$ cat config.mk
export PLATFORM = sky130hd
export DESIGN_NAME = discriminator_seq
export DESIGN_NICKNAME = d
export VERILOG_FILES = /design/src/rtl/discriminator_seq_pkg.sv /design/src/rtl/discriminator_seq_mac.sv /design/src/rtl/discriminator_seq.sv
export SDC_FILE = /design/constraint.sdc
export NUM_CORES = 2
export LEC_CHECK = 0
export BUFFER_PORTS_ARGS = -buffer_cell sky130_fd_sc_hd__buf_2
export CORE_AREA = 10 10 546 548
export CTS_CLUSTER_SIZE = 40
export DETAILED_ROUTE_END_ITERATION = 8
export DIE_AREA = 0 0 556 558
export PLACE_DENSITY_LB_ADDON = 0.08
export SKIP_LAST_GASP = 1
export SLEW_MARGIN = 20
export SYNTH_ARGS = -nofsm -noshare
export SYNTH_HDL_FRONTEND = slang
export SYNTH_HIERARCHICAL = 1
export SYNTH_SLANG_ARGS = --single-unit
$ cat constraint.sdc
create_clock -name clk -period 30.6 [get_ports clk]
set_clock_uncertainty 0.15 [all_clocks]
set_input_delay 3.06 -clock clk [delete_from_list [all_inputs] [get_ports clk]]
set_output_delay 3.06 -clock clk [all_outputs]
set_load 0.01 [all_outputs]
$ cat src/rtl/discriminator_seq_pkg.sv
// Shared types and sizing helpers for the sequential fixed-point NN blocks.
package discriminator_seq_pkg;

  localparam int FRAC_DEFAULT = 16;

  typedef enum logic [2:0] {
    ST_IDLE,
    ST_L2_MAC,
    ST_L2_ACT,
    ST_L3_MAC,
    ST_L3_ACT,
    ST_DONE
  } state_t;

  // Accumulator sized for the longest dot product plus the shifted bias term.
  function automatic int acc_width(input int width, input int n_input, input int n_hidden);
    int n_max;
    n_max = (n_input > n_hidden) ? n_input : n_hidden;
    return 2 * width + $clog2(n_max + 1) + 1;
  endfunction

  function automatic int idx_width(input int n);
    return (n > 1) ? $clog2(n) : 1;
  endfunction

endpackage

$ cat src/rtl/discriminator_seq_mac.sv
// Signed multiply-accumulate: full-width product, load/clear/enable on a wide accumulator.
module discriminator_seq_mac
  import discriminator_seq_pkg::*;
#(
  parameter int WIDTH = 32,
  parameter int ACC_W = 69
) (
  input  logic                    clk,
  input  logic                    rst,
  input  logic                    clear,
  input  logic                    load,
  input  logic                    en,
  input  logic signed [WIDTH-1:0] a,
  input  logic signed [WIDTH-1:0] w,
  input  logic signed [ACC_W-1:0] init,
  output logic signed [ACC_W-1:0] acc
);

  logic signed [2*WIDTH-1:0] prod;
  logic signed [ACC_W-1:0]   prod_ext;
  logic signed [ACC_W-1:0]   acc_reg;

  assign prod     = a * w;
  assign prod_ext = {{(ACC_W-2*WIDTH){prod[2*WIDTH-1]}}, prod};

  always_ff @(posedge clk) begin
    if (rst || clear) begin
      acc_reg <= '0;
    end else if (load) begin
      acc_reg <= init + prod_ext;
    end else if (en) begin
      acc_reg <= acc_reg + prod_ext;
    end
  end

  assign acc = acc_reg;

endmodule

$ cat src/rtl/discriminator_seq.sv
// Time-multiplexed 2-layer MLP discriminator (ReLU hidden layer, linear output) on one shared MAC.
module discriminator_seq
  import discriminator_seq_pkg::*;
#(
  parameter int WIDTH    = 32,
  parameter int FRAC     = FRAC_DEFAULT,
  parameter int N_INPUT  = 9,
  parameter int N_HIDDEN = 3
) (
  input  logic                           clk,
  input  logic                           rst,
  input  logic                           in_valid,
  output logic                           in_ready,
  input  logic [N_INPUT*WIDTH-1:0]       a_in,
  input  logic [N_INPUT*N_HIDDEN*WIDTH-1:0] w_L2,
  input  logic [N_HIDDEN*WIDTH-1:0]      b_L2,
  input  logic [N_HIDDEN*WIDTH-1:0]      w_L3,
  input  logic [WIDTH-1:0]               b_L3,
  output logic                           out_valid,
  input  logic                           out_ready,
  output logic [WIDTH-1:0]               y,
  output logic                           busy
);

  localparam int ACC_W = acc_width(WIDTH, N_INPUT, N_HIDDEN);
  localparam int K_N   = (N_INPUT > N_HIDDEN) ? N_INPUT : N_HIDDEN;
  localparam int K_W   = idx_width(K_N);
  localparam int J_W   = idx_width(N_HIDDEN);

  localparam logic signed [ACC_W-1:0] RND_CONST = {{(ACC_W-1){1'b0}}, 1'b1} << (FRAC-1);
  localparam logic signed [ACC_W-1:0] SAT_MAX   = {{(ACC_W-WIDTH+1){1'b0}}, {(WIDTH-1){1'b1}}};
  localparam logic signed [ACC_W-1:0] SAT_MIN   = {{(ACC_W-WIDTH+1){1'b1}}, {(WIDTH-1){1'b0}}};

  function automatic logic signed [WIDTH-1:0] round_sat(input logic signed [ACC_W-1:0] v);
    logic signed [ACC_W-1:0] r;
    r = (v + RND_CONST) >>> FRAC;
    if (r > SAT_MAX)      return {1'b0, {(WIDTH-1){1'b1}}};
    else if (r < SAT_MIN) return {1'b1, {(WIDTH-1){1'b0}}};
    else                  return r[WIDTH-1:0];
  endfunction

  function automatic logic signed [WIDTH-1:0] relu(input logic signed [WIDTH-1:0] x);
    return x[WIDTH-1] ? '0 : x;
  endfunction

  function automatic logic signed [ACC_W-1:0] bias_ext(input logic signed [WIDTH-1:0] b);
    logic signed [ACC_W-1:0] e;
    e = {{(ACC_W-WIDTH){b[WIDTH-1]}}, b};
    return e <<< FRAC;
  endfunction

  logic signed [WIDTH-1:0] a_in_arr [N_INPUT];
  logic signed [WIDTH-1:0] w_l2_arr [N_HIDDEN*N_INPUT];
  logic signed [WIDTH-1:0] b_l2_arr [N_HIDDEN];
  logic signed [WIDTH-1:0] w_l3_arr [N_HIDDEN];

  for (genvar gi = 0; gi < N_INPUT; gi++) begin : g_a_unpack
    assign a_in_arr[gi] = a_in[(gi+1)*WIDTH-1 -: WIDTH];
  end
  for (genvar gi = 0; gi < N_HIDDEN*N_INPUT; gi++) begin : g_w2_unpack
    assign w_l2_arr[gi] = w_L2[(gi+1)*WIDTH-1 -: WIDTH];
  end
  for (genvar gi = 0; gi < N_HIDDEN; gi++) begin : g_l3_unpack
    assign b_l2_arr[gi] = b_L2[(gi+1)*WIDTH-1 -: WIDTH];
    assign w_l3_arr[gi] = w_L3[(gi+1)*WIDTH-1 -: WIDTH];
  end

  state_t                  state_reg, state_next;
  logic [K_W-1:0]          k_reg;
  logic [J_W-1:0]          j_reg;
  logic signed [WIDTH-1:0] a_reg [N_INPUT];
  logic signed [WIDTH-1:0] h_reg [N_HIDDEN];
  logic signed [WIDTH-1:0] y_reg;

  logic                    accept;
  logic                    mac_clear, mac_load, mac_en;
  logic signed [WIDTH-1:0] mac_a, mac_w;
  logic signed [ACC_W-1:0] mac_init, mac_acc;
  logic signed [WIDTH-1:0] act_val;

  assign accept  = in_valid && in_ready;
  assign act_val = round_sat(mac_acc);

  // State register
  always_ff @(posedge clk) begin
    if (rst) state_reg <= ST_IDLE;
    else     state_reg <= state_next;
  end

  // Next-state logic
  always_comb begin
    state_next = state_reg;
    case (state_reg)
      ST_IDLE:   if (in_valid) state_next = ST_L2_MAC;
      ST_L2_MAC: if (k_reg == K_W'(N_INPUT-1)) state_next = ST_L2_ACT;
      ST_L2_ACT: state_next = (j_reg == J_W'(N_HIDDEN-1)) ? ST_L3_MAC : ST_L2_MAC;
      ST_L3_MAC: if (k_reg == K_W'(N_HIDDEN-1)) state_next = ST_L3_ACT;
      ST_L3_ACT: state_next = ST_DONE;
      ST_DONE:   if (out_ready) state_next = ST_IDLE;
      default:   state_next = ST_IDLE;
    endcase
  end

  // Output / control decode
  always_comb begin
    in_ready  = (state_reg == ST_IDLE);
    busy      = (state_reg != ST_IDLE);
    out_valid = (state_reg == ST_DONE);
    mac_clear = (state_reg == ST_IDLE);
    mac_load  = 1'b0;
    mac_en    = 1'b0;
    if (state_reg == ST_L2_MAC || state_reg == ST_L3_MAC) begin
      mac_load = (k_reg == '0);
      mac_en   = (k_reg != '0);
    end
  end

  // Operand muxes: layer 2 reads latched inputs, layer 3 reads the hidden register file.
  always_comb begin
    mac_a    = '0;
    mac_w    = '0;
    mac_init = '0;
    if (state_reg == ST_L2_MAC) begin
      for (int i = 0; i < N_INPUT; i++) begin
        if (k_reg == K_W'(i)) mac_a = a_reg[i];
      end
      for (int jj = 0; jj < N_HIDDEN; jj++) begin
        if (j_reg == J_W'(jj)) mac_init = bias_ext(b_l2_arr[jj]);
        for (int i = 0; i < N_INPUT; i++) begin
          if (j_reg == J_W'(jj) && k_reg == K_W'(i)) mac_w = w_l2_arr[N_INPUT*jj+i];
        end
      end
    end else if (state_reg == ST_L3_MAC) begin
      mac_init = bias_ext(b_L3);
      for (int i = 0; i < N_HIDDEN; i++) begin
        if (k_reg == K_W'(i)) begin
          mac_a = h_reg[i];
          mac_w = w_l3_arr[i];
        end
      end
    end
  end

  always_ff @(posedge clk) begin
    if (rst) begin
      k_reg <= '0;
      j_reg <= '0;
    end else begin
      case (state_reg)
        ST_L2_MAC: k_reg <= (k_reg == K_W'(N_INPUT-1)) ? '0 : k_reg + K_W'(1);
        ST_L2_ACT: j_reg <= (j_reg == J_W'(N_HIDDEN-1)) ? '0 : j_reg + J_W'(1);
        ST_L3_MAC: k_reg <= (k_reg == K_W'(N_HIDDEN-1)) ? '0 : k_reg + K_W'(1);
        ST_IDLE: begin
          k_reg <= '0;
          j_reg <= '0;
        end
        default: ;
      endcase
    end
  end

  always_ff @(posedge clk) begin
    if (rst) begin
      for (int i = 0; i < N_INPUT; i++) a_reg[i] <= '0;
      for (int i = 0; i < N_HIDDEN; i++) h_reg[i] <= '0;
      y_reg <= '0;
    end else begin
      if (accept) begin
        for (int i = 0; i < N_INPUT; i++) a_reg[i] <= a_in_arr[i];
      end
      if (state_reg == ST_L2_ACT) begin
        for (int i = 0; i < N_HIDDEN; i++) begin
          if (j_reg == J_W'(i)) h_reg[i] <= relu(act_val);
        end
      end
      // y persists through IDLE so a late reader still sees the last score.
      if (state_reg == ST_L3_ACT) y_reg <= act_val;
    end
  end

  assign y = y_reg;

  discriminator_seq_mac #(
    .WIDTH (WIDTH),
    .ACC_W (ACC_W)
  ) u_mac (
    .clk   (clk),
    .rst   (rst),
    .clear (mac_clear),
    .load  (mac_load),
    .en    (mac_en),
    .a     (mac_a),
    .w     (mac_w),
    .init  (mac_init),
    .acc   (mac_acc)
  );

endmodule
==> After elaboration in Yosys (flattened, before gate mapping) <==
Memory sizes are Yosys's and may differ from the RTL's.
Index checks and enable logic that the tools add are counted.
{ "classes": {"add_sub_neg": 5, "mul": 1, "n_lt_le_gt_ge": 2, "n_eq_ne": 19, "mux": 98, "bitwise_logic": 12, "n_reduce_logical": 39} }
{ "ops": {"columns": ["operator", "count"], "rows": [
  ["two-way mux 32 bit", 57],
  ["two-way mux 69 bit", 7],
  ["adder 69 x 64 -> 69 bit", 2],
  ["two-way mux 31 bit", 4],
  ["adder 69 x 17 -> 69 bit (second input constant)", 1],
  ["multiplier 32 x 32 -> 64 bit", 1],
  ["> comparator 53 x 32 -> 1 bit (second input constant)", 1],
  ["< comparator 53 x 32 -> 1 bit (second input constant)", 1],
  ["logical AND 1 bit", 28],
  ["two-way mux 1 bit", 19],
  ["case mux 3 bit (6 select lines)", 1],
  ["== test 4 x 3 -> 1 bit (second input constant)", 4],
  ["two-way mux 3 bit", 4],
  ["OR 1 bit", 12],
  ["case mux 4 bit (3 select lines)", 1],
  ["== test 4 x 2 -> 1 bit (second input constant)", 2],
  ["two-way mux 4 bit", 2],
  ["== test 3 x 2 -> 1 bit (second input constant)", 2],
  ["== test 3 bit (second input constant)", 2],
  ["nonzero test 3 bit", 2],
  ["adder 4 x 1 -> 4 bit (second input constant)", 1],
  ["== test 4 x 1 -> 1 bit (second input constant)", 1],
  ["== test 4 bit (second input constant)", 1],
  ["logical NOT 4 bit", 1],
  ["14 further kinds", 19]
]} }
{ "word_totals": {"register_bits": 110, "mem_bits_rw": 381, "out_inout_bits": 35, "mem_count": 2} }
{ "mem_list": {"columns": ["memory", "depth", "width", "rd", "rd_clocked_by_memory_dff", "write_ports", "line_no", "source"], "rows": [
  ["a_reg", 9, 32, 9, 0, 9, "discriminator_seq.sv:71", "logic signed [WIDTH-1:0] a_reg [N_INPUT];"],
  ["h_reg", 3, 31, 3, 0, 3, "discriminator_seq.sv:72", "logic signed [WIDTH-1:0] h_reg [N_HIDDEN];"]
]} }

==> Longest topological paths before layout <==
{ "logic_depth": {"ltp_word": 34, "depth_mapped": 53, "depth_no_buf": 47} }

==> Hierarchy <==
Netlist, hierarchy kept.
{ "by_module_without_submodules": {"columns": ["mod", "n_inst", "cells_each", "area_per_inst_um2", "seq_area_each_um2"], "rows": [
  ["discriminator_seq_mac", 1, 4748, 42954.9, 1381.3],
  ["discriminator_seq", 1, 3342, 29366.9, 12261.8]
]} }

==> Worst setup path before layout <==
No wires, ideal clock.
{ "synth_path": {"path_kind": "in2reg", "start": "input w_L2[356]", "end": "register u_mac.acc_reg[67], in the netlist u_mac/acc[67]", "setup_ps": 117, "arrival_time_ps": 13180, "t_required_ps": 30333, "slack_ps": 17153, "stages": 39, "path_cell_list": "o221ai_1 a2111oi_0 o21ai_0 a221oi_1 a211oi_1 o21ai_0 clkbuf_1 and2_1 fa_1 fa_1 fa_1 inv_1 fa_1 inv_1 fa_1 fa_1 fa_1 fa_1 (+3 left out) a21bo_2 nand3_1 a21oi_1 nor2_1 o311ai_0 xor2_1 ha_1 clkbuf_1 and2_1 or2_2 a21o_1 a21oi_1 inv_1 a221oi_1 o21ai_1 a31oi_1 xnor2_1 a22o_1"} }
{ "synth_between": {"elab_chain_cells": 21, "elab_cells_between_ends": 22, "classes_between": "add/sub (2); mul (1); mux (19)"} }
{ "synth_rtl": {"columns": ["element", "line_no", "source"], "rows": [
  ["from (decl)", "discriminator_seq.sv:15", "input logic [N_INPUT*N_HIDDEN*WIDTH-1:0] w_L2,"],
  ["two-way mux 32 bit (*) (16 in series)", "discriminator_seq.sv:130", "if (j_reg == J_W'(jj) && k_reg == K_W'(i)) mac_w = w_l2_arr[N_INPUT*jj+i];"],
  ["two-way mux 32 bit (*)", "discriminator_seq.sv:123", "if (state_reg == ST_L2_MAC) begin"],
  ["via mac_w[4]", "discriminator_seq.sv:77", "logic signed [WIDTH-1:0] mac_a, mac_w;"],
  ["multiplier 32 x 32 -> 64 bit (*)", "discriminator_seq_mac.sv:23", "assign prod = a * w;"],
  ["adder 69 x 64 -> 69 bit", "discriminator_seq_mac.sv:32", "acc_reg <= acc_reg + prod_ext;"],
  ["two-way mux 69 bit", "discriminator_seq_mac.sv:31", "end else if (en) begin"],
  ["two-way mux 69 bit (*)", "discriminator_seq_mac.sv:29", "end else if (load) begin"],
  ["to (signal assigned)", "discriminator_seq_mac.sv:30", "acc_reg <= init + prod_ext;"],
  ["to (signal assigned)", "discriminator_seq_mac.sv:32", null],
  ["to (decl)", "discriminator_seq_mac.sv:21", "logic signed [ACC_W-1:0] acc_reg;"]
]} }
The timed path passes the listed nets; every way through them passes the cells marked *. The select of a mux whose other input is x is not followed.
A chain may end at the register's enable or synchronous reset.

==> Worst setup path after layout <==
{ "layout_path": {"start": "input w_L2[86]", "end": "register u_mac.acc_reg[63], in the netlist u_mac/acc[63]"} }
{ "layout_between": {"elab_chain_cells": 30, "elab_cells_between_ends": 31, "classes_between": "add/sub (2); mul (1); mux (28)"} }
{ "layout_rtl": {"columns": ["element", "line_no"], "rows": [
  ["two-way mux 32 bit (*) (25 in series)", "discriminator_seq.sv:130"],
  ["two-way mux 32 bit (*)", "discriminator_seq.sv:123"],
  ["via mac_w[22]", "discriminator_seq.sv:77"],
  ["multiplier 32 x 32 -> 64 bit (*)", "discriminator_seq_mac.sv:23"],
  ["adder 69 x 64 -> 69 bit", "discriminator_seq_mac.sv:32"],
  ["two-way mux 69 bit", "discriminator_seq_mac.sv:31"],
  ["two-way mux 69 bit (*)", "discriminator_seq_mac.sv:29"]
]} }
Marked as above.

==> reports/metrics.yaml <==
ys_seq_area_frac: 0.189
p_leak_nw: 39.3
synth_async_sr_flop_share: 0
cts_hold_buffers: 0
synthAdderAreaFrac: 0.344
ant_nets: 0
ys_ff_latch: 491
initial_utilization: 0.252
worstSetupStartpointType: "primary input"
synthCells: 8090
cts_resized: 0
crit_path_end_kind: "register"
drive_gt1_frac: 0.216
largest_reg_flops: 288
hold_viol: 0
rsz0062_at_grt: "no"
path_common_cell: "fa_1"
drtIter0Drc: 7351
cts_buffer_depth: 3
grt_overflow: 0
max_cap_violations: 0
syn_area_um2: 72300
vias: 70900
synth_top_family_by_area: "adder cells"
dieArea_um2: 310000
fin_tns_setup_ns: 0
ioPinCount: 1415
gp_congestion: 0.959
fillers: 30900
rows: 197
worst_pin_slew_ns: 1.41
p_per_area_nw_per_um2: 38.1
outcome: "finished clean"
grt_pass1_wl_um: 652000
fin_crit_ns: 16.98
cts.clk_slew.worst_paths_ns: 0.07
cts_num_sinks: 491
cts-root-buf: "clkbuf_16"
synth_edf_count: 381
relSlewSlack: 0.0561
crit_slowest_cell: "a2111oi_1"
hold_start: "u_mac/acc[0]$_SDFFE_PP0P_"
clk_latency_ns: 0.67
finalCritPeriodShare: 0.555
crit_start: "w_L2[86]"
synthMuxAreaShare: 0.0162
setup_viol: 0
seq_area_um2: 13600
htree_levels: 2
grt_pass1_vias: 72300
clock.fmax_mhz: 58.9
cts_setup_buffers: 0
crit_arrival_ns: 17.36
die_h_um: 558
post_drt_wl_per_cell_um: 36.9
slew_viol_final: 0
core_area_um2: 287000
finalNetCount: 12000
routed_wl_um: 490000
antenna_found_initial: 248
required_ns: 30.99
synth-xor-area-share: 0.0206
synth.distinct_cells: 97
critPathMaxStageDelay_ns: 1.18
area_growth_pct: 20.2
ys_warn_count: 6
worstSetupPathType: "primary input to register"
io_buffers: 1414
synth-main-ff-cell: "edfxtp_1"
hp-class: "register to register"
finish.utilization: 0.303
peakVddDrop_mv: 0.0602
hpwl_um: 411000
multi_input_area_um2: 53400
worstPathMaxFanout: 32
synthSimpleGateAreaFrac: 0.182
first_pass_iters: 6
synth_compound_area_frac: 0.165
cts_buffers: 56
avgSynthCellArea_um2: 8.94
vias_per_cell: 5.34
die_w_um: 556
grt_max_degree: 259
r2r_start: "j_reg[1]$_SDFFE_PP0P_"
drc_errors: 0
cts_tree: "done"
grt_usage: 0.304
holdWs_ns: 0.305
cell families (layout without fill, tap and decap cells):
family                     count (synthesis)  count (layout)
adders and majority gates               1340            1340
buffers and inverters                   1579            2761
AOI/OAI and AO/OA                       1749            1749
muxes                                    108             108
DFF                                      491             491
xor gates and xnor gates                 170             170
other                                      1             228
and+or+nand+nor                         2652            2652
path summary, 6_finish.rpt:
path	endpoint	slack [ns]	cells past startpoint
max reg2reg	u_mac/acc[63]$_SDFFE_PP0P_	14.07	43
min reg2reg	u_mac/acc[0]$_SDFFE_PP0P_	0.31	2
min	u_mac/acc[0]$_SDFFE_PP0P_	0.31	2
max	u_mac/acc[63]$_SDFFE_PP0P_	13.62	43
cells in the final DEF, fill, tap and decap left out, types with 45 or more instances in the layout:
cell       instances
dfxtp_1          108
o31ai_1           45
mux2_2            70
nand2_1          839
o221ai_1          70
a21o_1            72
a211oi_1          76
xnor2_1          103
buf_2           1415
a22oi_1           55
a21oi_1          402
a221oi_1         253
clkbuf_16         57
nor3_1           138
diode_2          212
fa_1            1083
and2_1           838
xor2_1            66
edfxtp_1         381
o21ai_0          242
nand3_1           85
buf_4            237
ha_1             253
a31oi_1           77
o211ai_1          45
nand4_1           54
nor2_1           419
o22ai_1           84
inv_1           1000
per-stage QoR:
stage | instances | power, mW | setup slack (ns) | cell area (um2)
final | 13300 | 3.31 | 13.62 | 86900
after global routing | 13200 | 3.49 | 13.37 | 86700
after CTS | 13100 | 3.32 | 14.08 | 86400
after detailed placement | 13000 | 2.59 | 13.48 | 84500
after global placement | 13000 | 2.60 | 13.41 | 84400
after floorplan | 8105 | 1.86 | 17.15 | 72400
layout make-up:
type                    count  area share
diodes                    212     0.00610
clock buffers              78      0.0178
clock inverters            27     0.00406
inverters                1001      0.0432
multi-input cells        6035       0.615
flip-flops and latches    491       0.157
well taps                3781      0.0544
repair buffers           1655       0.103
where the power goes:
group	switching, mW	internal [mW]	total, mW
clock	0.308	0.406	0.714
sequential	0.0268	0.777	0.803
combinational	1.19	0.600	1.79
synthesized netlist by cell type, drive strengths merged, types with 45 or more instances:
library cell  number  area share
a211oi            80      0.0084
a21o              74      0.0077
a21oi            404       0.028
a221oi           255       0.031
a22oi             55      0.0057
a31oi             77      0.0067
and2             843       0.073
buf               50      0.0034
clkbuf           528       0.027
dfxtp            110       0.030
edfxtp           381        0.16
fa              1083        0.30
ha               257       0.044
inv             1000       0.052
mux2              70       0.011
nand2            857       0.045
nand3             87      0.0060
nand4             55      0.0048
nor2             449       0.023
nor3             151       0.010
o211ai            45      0.0047
o21ai            315       0.022
o221ai            70      0.0085
o22ai             86      0.0074
o31ai             48      0.0050
xnor2            103       0.012
xor2              67      0.0081
worst max-delay path: cells and delay by family:
family,cells,cell delay (ns)
simple gates,5,0.89
compound gates,22,7.67
fa+ha+maj,10,4.82
buf+inv,4,0.51
xor+xnor,2,0.38
layer usage:
metal | track usage | share of wire | routed length (um)
met3 | 0.0717 | 0.081 | 39700
met4 | 0.122 | 0.045 | 22100
met5 | 0 | 0.00093 | 453
met2 | 0.470 | 0.44 | 217000
met1 | 0.408 | 0.43 | 210000
(Power assumes the default switching activity.)
